[src/rtl/uart_pkg.sv]
// Shared definitions for the UART receive path.
//   uart_state_t   : receiver FSM state encoding
//   UART_DATA_BITS : payload bits per frame (8N1)
//   UART_CNT_W     : width of the per-bit down counter
package uart_pkg;

    localparam int UART_DATA_BITS = 8;
    localparam int UART_CNT_W     = 16;

    typedef enum logic [2:0] {
        IDLE  = 3'd0,
        START = 3'd1,
        DATA  = 3'd2,
        STOP  = 3'd3,
        BREAK = 3'd4
    } uart_state_t;

endpackage

[src/rtl/uart_sync.sv]
// Multi-flop synchronizer for an asynchronous single-bit input.
// Every stage resets to 1 so an idle-high line never looks active out of reset.
//   clk  : sampling clock
//   srst : synchronous active-high reset
//   din  : asynchronous input
//   dout : synchronized output (last stage)
module uart_sync #(
    parameter int SYNC_STAGES = 2
) (
    input  logic clk,
    input  logic srst,
    input  logic din,
    output logic dout
);

    logic [SYNC_STAGES-1:0] sync_reg;

    generate
        for (genvar gi = 0; gi < SYNC_STAGES; gi++) begin : g_stage
            if (gi == 0) begin : g_first
                always_ff @(posedge clk) begin
                    if (srst) sync_reg[gi] <= 1'b1;
                    else      sync_reg[gi] <= din;
                end
            end else begin : g_next
                always_ff @(posedge clk) begin
                    if (srst) sync_reg[gi] <= 1'b1;
                    else      sync_reg[gi] <= sync_reg[gi-1];
                end
            end
        end
    endgenerate

    assign dout = sync_reg[SYNC_STAGES-1];

endmodule

[src/rtl/uart_rx.sv]
// 8N1 UART receiver with a one-entry holding register (valid/ready).
// Build option: define UART_RX_CTS_EN to drive cts_n high while the holding
// register is full; otherwise cts_n is tied low.
//   clk_core  : core clock, all logic on rising edge
//   reset     : synchronous active-high reset
//   rx        : asynchronous serial input, idle high
//   rx_data   : received byte, valid while rx_valid=1
//   rx_valid  : holding register full
//   rx_ready  : core pops the holding register when rx_valid & rx_ready
//   frame_err : one-cycle pulse, stop bit sampled low
//   overrun   : one-cycle pulse, completed byte dropped (register full)
//   cts_n     : flow control toward host
module uart_rx
    import uart_pkg::*;
#(
    parameter int CLKS_PER_BIT = 347,
    parameter int SYNC_STAGES  = 2
) (
    input  logic       clk_core,
    input  logic       reset,
    input  logic       rx,
    output logic [7:0] rx_data,
    output logic       rx_valid,
    input  logic       rx_ready,
    output logic       frame_err,
    output logic       overrun,
    output logic       cts_n
);

    localparam logic [UART_CNT_W-1:0] HALF_LOAD = UART_CNT_W'(CLKS_PER_BIT / 2 - 1);
    localparam logic [UART_CNT_W-1:0] FULL_LOAD = UART_CNT_W'(CLKS_PER_BIT - 1);

    logic                      rx_s;
    uart_state_t               state_reg, state_next;
    logic [UART_CNT_W-1:0]     cnt_reg, cnt_next;
    logic [2:0]                bit_idx_reg, bit_idx_next;
    logic [UART_DATA_BITS-1:0] shift_reg, shift_next;
    logic                      deliver_reg, deliver_next;
    logic                      frame_err_reg, frame_err_next;
    logic [UART_DATA_BITS-1:0] rx_data_reg;
    logic                      rx_valid_reg;
    logic                      overrun_reg;

    uart_sync #(.SYNC_STAGES(SYNC_STAGES)) u_sync (
        .clk  (clk_core),
        .srst (reset),
        .din  (rx),
        .dout (rx_s)
    );

    always_ff @(posedge clk_core) begin
        if (reset) begin
            state_reg     <= IDLE;
            cnt_reg       <= '0;
            bit_idx_reg   <= '0;
            shift_reg     <= '0;
            deliver_reg   <= 1'b0;
            frame_err_reg <= 1'b0;
        end else begin
            state_reg     <= state_next;
            cnt_reg       <= cnt_next;
            bit_idx_reg   <= bit_idx_next;
            shift_reg     <= shift_next;
            deliver_reg   <= deliver_next;
            frame_err_reg <= frame_err_next;
        end
    end

    always_comb begin
        state_next     = state_reg;
        cnt_next       = cnt_reg;
        bit_idx_next   = bit_idx_reg;
        shift_next     = shift_reg;
        deliver_next   = 1'b0;
        frame_err_next = 1'b0;
        unique case (state_reg)
            IDLE: begin
                if (!rx_s) begin
                    cnt_next   = HALF_LOAD;
                    state_next = START;
                end
            end
            START: begin
                if (cnt_reg == '0) begin
                    if (!rx_s) begin
                        cnt_next     = FULL_LOAD;
                        bit_idx_next = '0;
                        state_next   = DATA;
                    end else begin
                        // Start bit did not survive to mid-bit: a glitch.
                        state_next = IDLE;
                    end
                end else begin
                    cnt_next = cnt_reg - 1'b1;
                end
            end
            DATA: begin
                if (cnt_reg == '0) begin
                    // LSB arrives first; shifting in at the top leaves bit 0 at [0].
                    shift_next = {rx_s, shift_reg[UART_DATA_BITS-1:1]};
                    cnt_next   = FULL_LOAD;
                    if (bit_idx_reg == 3'd7) state_next = STOP;
                    else                     bit_idx_next = bit_idx_reg + 1'b1;
                end else begin
                    cnt_next = cnt_reg - 1'b1;
                end
            end
            STOP: begin
                if (cnt_reg == '0) begin
                    if (rx_s) begin
                        deliver_next = 1'b1;
                        state_next   = IDLE;
                    end else begin
                        frame_err_next = 1'b1;
                        state_next     = BREAK;
                    end
                end else begin
                    cnt_next = cnt_reg - 1'b1;
                end
            end
            BREAK: begin
                // Wait for the line to return high so a held-low break
                // is not mistaken for a stream of start bits.
                if (rx_s) state_next = IDLE;
            end
            default: state_next = IDLE;
        endcase
    end

    // Holding register: a delivery wins over a pop in the same cycle.
    always_ff @(posedge clk_core) begin
        if (reset) begin
            rx_data_reg  <= '0;
            rx_valid_reg <= 1'b0;
            overrun_reg  <= 1'b0;
        end else begin
            overrun_reg <= 1'b0;
            if (deliver_reg) begin
                if (!rx_valid_reg || rx_ready) begin
                    rx_data_reg  <= shift_reg;
                    rx_valid_reg <= 1'b1;
                end else begin
                    overrun_reg <= 1'b1;
                end
            end else if (rx_valid_reg && rx_ready) begin
                rx_valid_reg <= 1'b0;
            end
        end
    end

    assign rx_data   = rx_data_reg;
    assign rx_valid  = rx_valid_reg;
    assign frame_err = frame_err_reg;
    assign overrun   = overrun_reg;

`ifdef UART_RX_CTS_EN
    logic cts_reg;
    always_ff @(posedge clk_core) begin
        if (reset) cts_reg <= 1'b0;
        else       cts_reg <= rx_valid_reg;
    end
    assign cts_n = cts_reg;
`else
    assign cts_n = 1'b0;
`endif

endmodule

[config.mk]
export PLATFORM = sky130hd
export DESIGN_NAME = uart_rx
export DESIGN_NICKNAME = d
export VERILOG_FILES = /design/src/rtl/uart_pkg.sv /design/src/rtl/uart_sync.sv /design/src/rtl/uart_rx.sv
export SDC_FILE = /design/constraint.sdc
export NUM_CORES = 1
export LEC_CHECK = 0
export CORE_UTILIZATION = 42
export CTS_CLUSTER_SIZE = 24
export DETAILED_ROUTE_END_ITERATION = 7
export HOLD_SLACK_MARGIN = 0.08
export PLACE_DENSITY_LB_ADDON = 0.2
export SYNTH_ARGS = -nofsm -noshare
export SYNTH_HDL_FRONTEND = slang
export SYNTH_HIERARCHICAL = 1
export SYNTH_SLANG_ARGS = --single-unit
export TNS_END_PERCENT = 100
[constraint.sdc]
create_clock -name clk_core -period 5.6 [get_ports clk_core]
set_clock_uncertainty 0.15 [all_clocks]
set_input_delay 1.68 -clock clk_core [delete_from_list [all_inputs] [get_ports clk_core]]
set_output_delay 1.68 -clock clk_core [all_outputs]
set_load 0.05 [all_outputs]
==> results of run 1 <==
## layout make-up
type | count | area share [%]
sequential | 44 | 36.4
clock buffer | 6 | 3.41
clock inverter | 2 | 1.60
timing repair buffer | 15 | 6.10
multi-input combinational | 189 | 47.7
tap | 67 | 3.47
inverter | 8 | 1.24
## metrics by stage
step / power, mW / worst slack [ps]
after CTS: 0.809 / 2290
after detailed placement: 0.554 / 2000
after global placement: 0.553 / 2040
after floorplan: 0.511 / 2790
final: 0.804 / 2290
after global routing: 0.850 / 2170
## worst min-delay path by stage
stage | startpoint | to | slack (ps) | cells past startpoint
2_1_floorplan | u_sync/sync_reg[0] | u_sync/dout | 230 | 1
3_3_place_gp | u_sync/sync_reg[0] | u_sync/dout | 240 | 1
3_5_place_dp | u_sync/sync_reg[0] | u_sync/dout | 240 | 1
4_1_cts | u_sync/sync_reg[0] | u_sync/dout | 260 | 1
5_1_grt | u_sync/sync_reg[0] | u_sync/dout | 290 | 1
6_report | u_sync/sync_reg[0] | u_sync/dout | 260 | 1
## cells in the final DEF, fill, tap and decap left out, types with 5 or more instances in the layout
cell,n
clkbuf_8,6
inv_1,8
nand2_1,33
a21oi_1,32
nor2_1,28
or3_1,5
mux2i_1,9
dfxtp_1,44
clkdlybuf4s50_1,14
o21ai_1,6
## kinds of logic (layout without fill, tap and decap cells)
group,Yosys count,in the layout,synth area share [%]
buffers and inverters,21,31,4.46
multiplexers,9,9,4.23
adder cells (fa/ha/maj),4,4,2.35
flip-flops,44,44,41.3
XOR/XNOR,2,2,0.822
AND/OR/NAND/NOR,106,106,26.7
other,1,1,0.176
AO/OA/AOI/OAI,67,67,19.9
## layer usage
layer | share of wire [%] | routed length (microns)
met4 | 1.3 | 59
met1 | 50 | 2230
met2 | 45 | 2040
met5 | 0 | 0
met3 | 3.8 | 169
## report_power, final
group / total [mW] / internal, mW / switching (mW)
Clock: 0.256 / 0.146 / 0.110
Combinational: 0.197 / 0.0755 / 0.121
Sequential: 0.351 / 0.328 / 0.0239
Total: 0.804 / 0.549 / 0.256
==> results.toml, run 1 <==
[run_status]
status = "finished clean"

[worst_setup_path]
crit_path_start_kind = "register"
end_kind = "output pin"
crit_required_ps = 3770
arrival_ps = 1480
r2r_end = "cnt_reg[13]"
worst-path-stages = 1
crit_type = "register to output pin"
cp_slowest_cell = "clkdlybuf4s50_1"
reg2reg_from = "state_reg[0]"
rr_worst_depth = 5
path_cells = "clkdlybuf4s50_1"
critPathMaxFanout = 3
cpPeakStageDelay_ps = 810
r2r_slack_ps = 3080
critPathCapture = "rx_valid"
worst-path-buf-inv = 1
cpLargestDelayFamily = "buffers and inverters"
startpoint = "rx_valid"

[synth]
yosysMostFrequentCell = "dfxtp_1"
synth_area_leaders = "dfxtp_1 41%, a21oi_1 7.5%, nand2_1 5.8%"
synth_flop_cell = "dfxtp_1"
synthDistinctLibCells = 53
postSynthAreaPerCell_sq_um = 8.39
ys_seq_area_share_pct = 41.3
synth.net_count = 262
netlist.area_leader.share_pct = 41.3
syn_area_sq_um = 2130
ys_top_cells_by_count = "44 x dfxtp_1, 33 x nand2_1, 32 x a21oi_1, 28 x nor2_1, 9 x mux2i_1"
synth-edff-count = 0
syn_inst = 254
ys_warn_count = 6
async_flop_share_pct = 0
synth_largest_area_cell = "dfxtp_1"
ys_ff_latch = 44

[final_layout]
finalInstanceArea_sq_um = 2420
multi_input_area_sq_um = 1150
fin_nets = 271
n_antenna_cell = 0
areaGrowthSynthToFinish_pct = 13.5
layout-drive-gt1-share_pct = 9.09
post-route-util_pct = 50.2
n_fill_cell = 493
layout.cells.non_filler = 331
regArea_sq_um = 881
largest_reg_flops = 16

[global_route]
grt_pass1_wl_mm = 7.77
global_route.usage.met3_pct = 4.97
grt_max_degree = 20
met1_usage_pct = 24.1
grt_overflow = 0
met2_usage_pct = 31.2
antenna_found_initial = 0
grt_pass1_vias = 1614
busiest_layer = "met2"
track_usage_pct = 18.9

[placed_design]
dpl_cell_area_sq_um = 2300
io_buffer_count = 14
dp_hpwl_mm = 3.07
gp_congestion = 0.899
dp.cells = 323

[sta]
layout_min_cycle_time_ps = 3310
hold_viol_final = 0
period_share_pct = 59.0
max_freq_mhz = 302
relSlewSlack_pct = 42.4
finalSetupTns_ps = 0
holdWs_ps = 263
worstMarginPinSlew_ps = 858
rsz0062_at_grt = "false"
drv_slew = 0
setup_viol = 0

[power_and_ir_drop]
leakagePower_nw = 0.905
p_per_area_nw_per_um2 = 333
vdd_drop_max_mv = 0.263

[floorplan]
ios = 16
die_area_sq_um = 5360
core_region_area_sq_um = 4820
die_x_microns = 73.2
start_util_pct = 44.2
std_cell_rows = 25
die_h_microns = 73.2

[cts]
cts_made_buffers = 5
post_cts_buffers = 0
clock-sinks = 44
clock_path_buffers = 2
clk_pin_slew_ps = 80
cts.htree.levels = 2
cts_tree = "yes"
cts_resized = 0
clkLatencyLatePin_ps = 300
cts_root_buf = "clkbuf_8"
holdBufCountCts = 0

[detailed_routing]
drcViolationCount = 0
post_drt_via_cell_ratio = 5.49
drtAntennaViolNets = 0
vias = 1818
routed_wl_mm = 4.50
routedWlPerCell_microns = 13.6
first_iter_violations = 73
dr.pass1.iters = 4

[worst_hold_path]
hold_path_class = "register to register"

[flow_run]
maxCapViolations = 0
No activity file was read; power rests on OpenSTA's default activity.
==> run 2, diff against run 1 <==
- clock period: 5.6 -> 3.2 ns (I/O delays scaled with it)
==> results.toml, run 2 (synthesis gave the netlist of run 1 again) <==
[floorplan]
ios = 16
die_h_microns = 73.2
die_x_microns = 73.2
start_util_pct = 44.2
std_cell_rows = 25
core_region_area_sq_um = 4820
die_area_sq_um = 5360

[power_and_ir_drop]
vdd_drop_max_mv = 0.345
p_per_area_nw_per_um2 = 577
leakagePower_nw = 0.915

[final_layout]
largest_reg_flops = 16
final_common_cell = "dfxtp_1"
post-route-util_pct = 50.5
fin_nets = 273
areaGrowthSynthToFinish_pct = 14.2
n_fill_cell = 499
layout-drive-gt1-share_pct = 9.77
layout_common_cells = "44 x dfxtp_1, 33 x nand2_1, 32 x a21oi_1"
n_antenna_cell = 0

[worst_setup_path]
critPathMaxFanout = 3
cpLargestDelayFamily = "buffers and inverters"
cp_slowest_cell = "clkdlybuf4s50_1"
end_kind = "output pin"
cpPeakStageDelay_ps = 800
crit_required_ps = 2090
worst-path-buf-inv = 1
crit_path_start_kind = "register"
arrival_ps = 1440
path_cells = "clkdlybuf4s50_1"
crit_type = "register to output pin"

[cts]
post_cts_buffers = 0
clock-sinks = 44
clk_pin_slew_ps = 80
holdBufCountCts = 0
cts_tree = "yes"
cts_made_buffers = 5
cts_root_buf = "clkbuf_8"
clkLatencyLatePin_ps = 290
cts_resized = 0
cts.htree.levels = 2
clock_path_buffers = 2

[global_route]
grt_overflow = 0
track_usage_pct = 18.7
grt_pass1_wl_mm = 7.76
grt_max_degree = 26
grt_pass1_vias = 1686
antenna_found_initial = 0

[sta]
hold_viol_final = 0
rsz0062_at_grt = "false"
setup_viol = 0
max_freq_mhz = 393
worstMarginPinSlew_ps = 720
layout_min_cycle_time_ps = 2550
period_share_pct = 79.6
finalSetupTns_ps = 0
drv_slew = 0
relSlewSlack_pct = 52.0

[placed_design]
io_buffer_count = 14
dp_hpwl_mm = 3.07
gp_congestion = 0.837

[worst_hold_path]
hold_path_class = "register to register"

[detailed_routing]
dr.pass1.iters = 4
drtAntennaViolNets = 0
routed_wl_mm = 4.42
routedWlPerCell_microns = 13.3
drcViolationCount = 0
first_iter_violations = 108
vias = 1825
post_drt_via_cell_ratio = 5.48

[flow_run]
maxCapViolations = 0

[run_status]
status = "finished clean"
[run 2: changes by cell type in the layout (fill, tap and decap cells not counted)]
cell	before	now
buf_4	1	3
[run 2: per-stage QoR]
stage	instance area [sq um]	hold slack [ps]	total power [mW]	worst slack [ps]	instances
6_report	2430	258	1.40	654	333
5_1_grt	2430	298	1.49	473	333
4_1_cts	2430	263	1.42	640	333
3_5_place_dp	2310	241	0.970	637	325
3_3_place_gp	2310	240	0.967	655	325
2_1_floorplan	2130	233	0.895	1110	254
[run 2: routing by layer]
| layer | part of all wire, % | GRT usage [%] |
|---|---|---|
| met5 | 0 | 0 |
| met4 | 0.79 | 6.10 |
| met3 | 3.5 | 3.73 |
| met2 | 46 | 30.7 |
| met1 | 50 | 24.7 |
[run 2: worst register-to-register path: cells and delay by family (launching register included)]
family,cells,cell delay [ps]
buffers and inverters,1,120
and+or+nand+nor,2,530
AOI/OAI and AO/OA,3,1060
DFF,1,340
adders and majority gates,1,170
[run 2: worst paths after layout]
check                           from  slack [ps]  depth (start not counted)     endpoint
setup / recovery            rx_valid         650                          1     rx_valid
hold reg to reg   u_sync/sync_reg[0]         260                          1  u_sync/dout
hold / removal    u_sync/sync_reg[0]         260                          1  u_sync/dout
setup reg to reg          cnt_reg[0]         780                          7  cnt_reg[15]
[run 2: report_power, final]
part	leakage (nW)	switching, mW	internal [mW]
clock network	0.0614	0.189	0.255
registers	0.356	0.0362	0.573
logic	0.497	0.218	0.134
total	0.915	0.443	0.962
[run 2: area by class of cell]
type                       instances  area [sq um]  area share, %
timing repair buffer              17           163           6.68
clock inverter                     2          38.8           1.59
inverter                           8          30.0           1.23
clock buffer                       6          82.6           3.39
tap                               67          83.8           3.44
multi-input combinational        189          1150           47.5
sequential                        44           881           36.2
==> run 3, diff against run 2 <==
- clock period: 3.2 -> 2.5 ns (I/O delays scaled with it)
==> results.toml, run 3 (synthesis gave the netlist of run 1 again) <==
[power_and_ir_drop]
leakagePower_nw = 0.953
p_per_area_nw_per_um2 = 721
vdd_drop_max_mv = 0.381
swShare_pct = 30.9
p_seq_share_pct = 43.2
internal_power_mw = 1.24
p_comb_share_pct = 25.5
switching_power_mw = 0.557
pwr-share-clk_pct = 31.3

[placed_design]
dpl_cell_area_sq_um = 2370
dp_hpwl_mm = 3.23
io_buffer_count = 14
gp_congestion = 0.807

[worst_setup_path]
cp_slowest_cell = "clkdlybuf4s50_1"
worst-path-buf-inv = 1
worst-path-stages = 1
r2r_slack_ps = 190
reg2reg_from = "cnt_reg[0]"
startpoint = "rx_valid"
crit_required_ps = 1600
crit_type = "register to output pin"
r2r_end = "cnt_reg[13]"
cpPeakStageDelay_ps = 800
critPathMaxFanout = 3
end_kind = "output pin"
arrival_ps = 1440
rr_worst_depth = 8
critPathCapture = "rx_valid"
cpLargestDelayFamily = "buffers and inverters"
path_cells = "clkdlybuf4s50_1"
crit_path_start_kind = "register"

[final_layout]
regArea_sq_um = 881
n_antenna_cell = 0
n_fill_cell = 477
layout-drive-gt1-share_pct = 12.8
largest_reg_flops = 16
multi_input_area_sq_um = 1160
fin_nets = 281
areaGrowthSynthToFinish_pct = 17.3
finalInstanceArea_sq_um = 2500
final_common_cell = "dfxtp_1"
layout_common_cells = "44 x dfxtp_1, 33 x nand2_1, 32 x a21oi_1"

[sta]
period_share_pct = 93.8
rsz0062_at_grt = "false"
max_freq_mhz = 427
finalSetupTns_ps = 0
hold_viol_final = 0
layout_min_cycle_time_ps = 2340
drv_slew = 0
setup_viol = 0
worstMarginPinSlew_ps = 536
relSlewSlack_pct = 64.1

[detailed_routing]
post_drt_via_cell_ratio = 5.39
first_iter_violations = 87
routed_wl_mm = 4.40
vias = 1838
dr.pass1.iters = 4
drcViolationCount = 0
routedWlPerCell_microns = 12.9
drtAntennaViolNets = 0

[cts]
post_cts_buffers = 0
cts_made_buffers = 5
cts.htree.levels = 2
clock_path_buffers = 2
clkLatencyLatePin_ps = 290
clk_pin_slew_ps = 80
holdBufCountCts = 0
cts_resized = 0
cts_tree = "yes"
clock-sinks = 44
cts_root_buf = "clkbuf_8"

[global_route]
antenna_found_initial = 0
grt_pass1_vias = 1751
grt_max_degree = 20
track_usage_pct = 18.9
grt_pass1_wl_mm = 7.81
grt_overflow = 0

[floorplan]
core_region_area_sq_um = 4820
die_area_sq_um = 5360
die_h_microns = 73.2
ios = 16
die_x_microns = 73.2
std_cell_rows = 25
start_util_pct = 44.2

[flow_run]
maxCapViolations = 0

[worst_hold_path]
hold_path_class = "register to register"

[run_status]
status = "finished clean"
-- run 3: changes by cell type in the layout (fill, tap and decap cells not counted), sizes merged --
cell,delta
buf,+8
-- run 3: cell type report --
cell class	instances	area share, %
Multi-Input combinational cell	189	46.4
Sequential cell	44	35.2
Timing Repair Buffer	25	8.91
Tap cell	67	3.35
Clock buffer	6	3.30
Clock inverter	2	1.55
Inverter	8	1.20
-- run 3: through the flow --
step           power (mW)  std cells  util (%)  hold WS (ps)  worst slack [ps]
2_1_floorplan        1.15        254         -           233               501
3_3_place_gp         1.25        333      49.2           256               276
3_5_place_dp         1.25        333      49.2           242               231
4_1_cts              1.82        341      51.8           275               139
5_1_grt              1.91        341      51.9           282              60.5
6_report             1.80        341      51.9           267               156
-- run 3: metal layers --
| metal | up-vias | wire (microns) | GRT usage, % |
|---|---|---|---|
| li1 | 945 | - | - |
| met2 | 23 | 2050 | 31.3 |
| met5 | - | 0 | 0 |
| met1 | 863 | 2170 | 24.2 |
| met3 | 7 | 116 | 3.73 |
| met4 | 0 | 55 | 6.97 |
-- run 3: worst min path at each step --
stage / startpoint / endpoint / slack, ps / cells past startpoint
after CTS: u_sync/sync_reg[0] / u_sync/dout / 270 / 1
after global routing: u_sync/sync_reg[0] / u_sync/dout / 280 / 1
after global placement: u_sync/sync_reg[0] / u_sync/dout / 260 / 1
after detailed placement: u_sync/sync_reg[0] / u_sync/dout / 240 / 1
final: u_sync/sync_reg[0] / u_sync/dout / 270 / 1
after floorplan: u_sync/sync_reg[0] / u_sync/dout / 230 / 1
-- run 3: power by group through the flow --
stage / registers, mW / logic (mW) / clock network [mW]
after floorplan: 0.780 / 0.365 / 0
after global routing: 0.786 / 0.513 / 0.612
final: 0.779 / 0.459 / 0.564
after global placement: 0.795 / 0.453 / 0
after detailed placement: 0.795 / 0.456 / 0
after CTS: 0.779 / 0.459 / 0.584
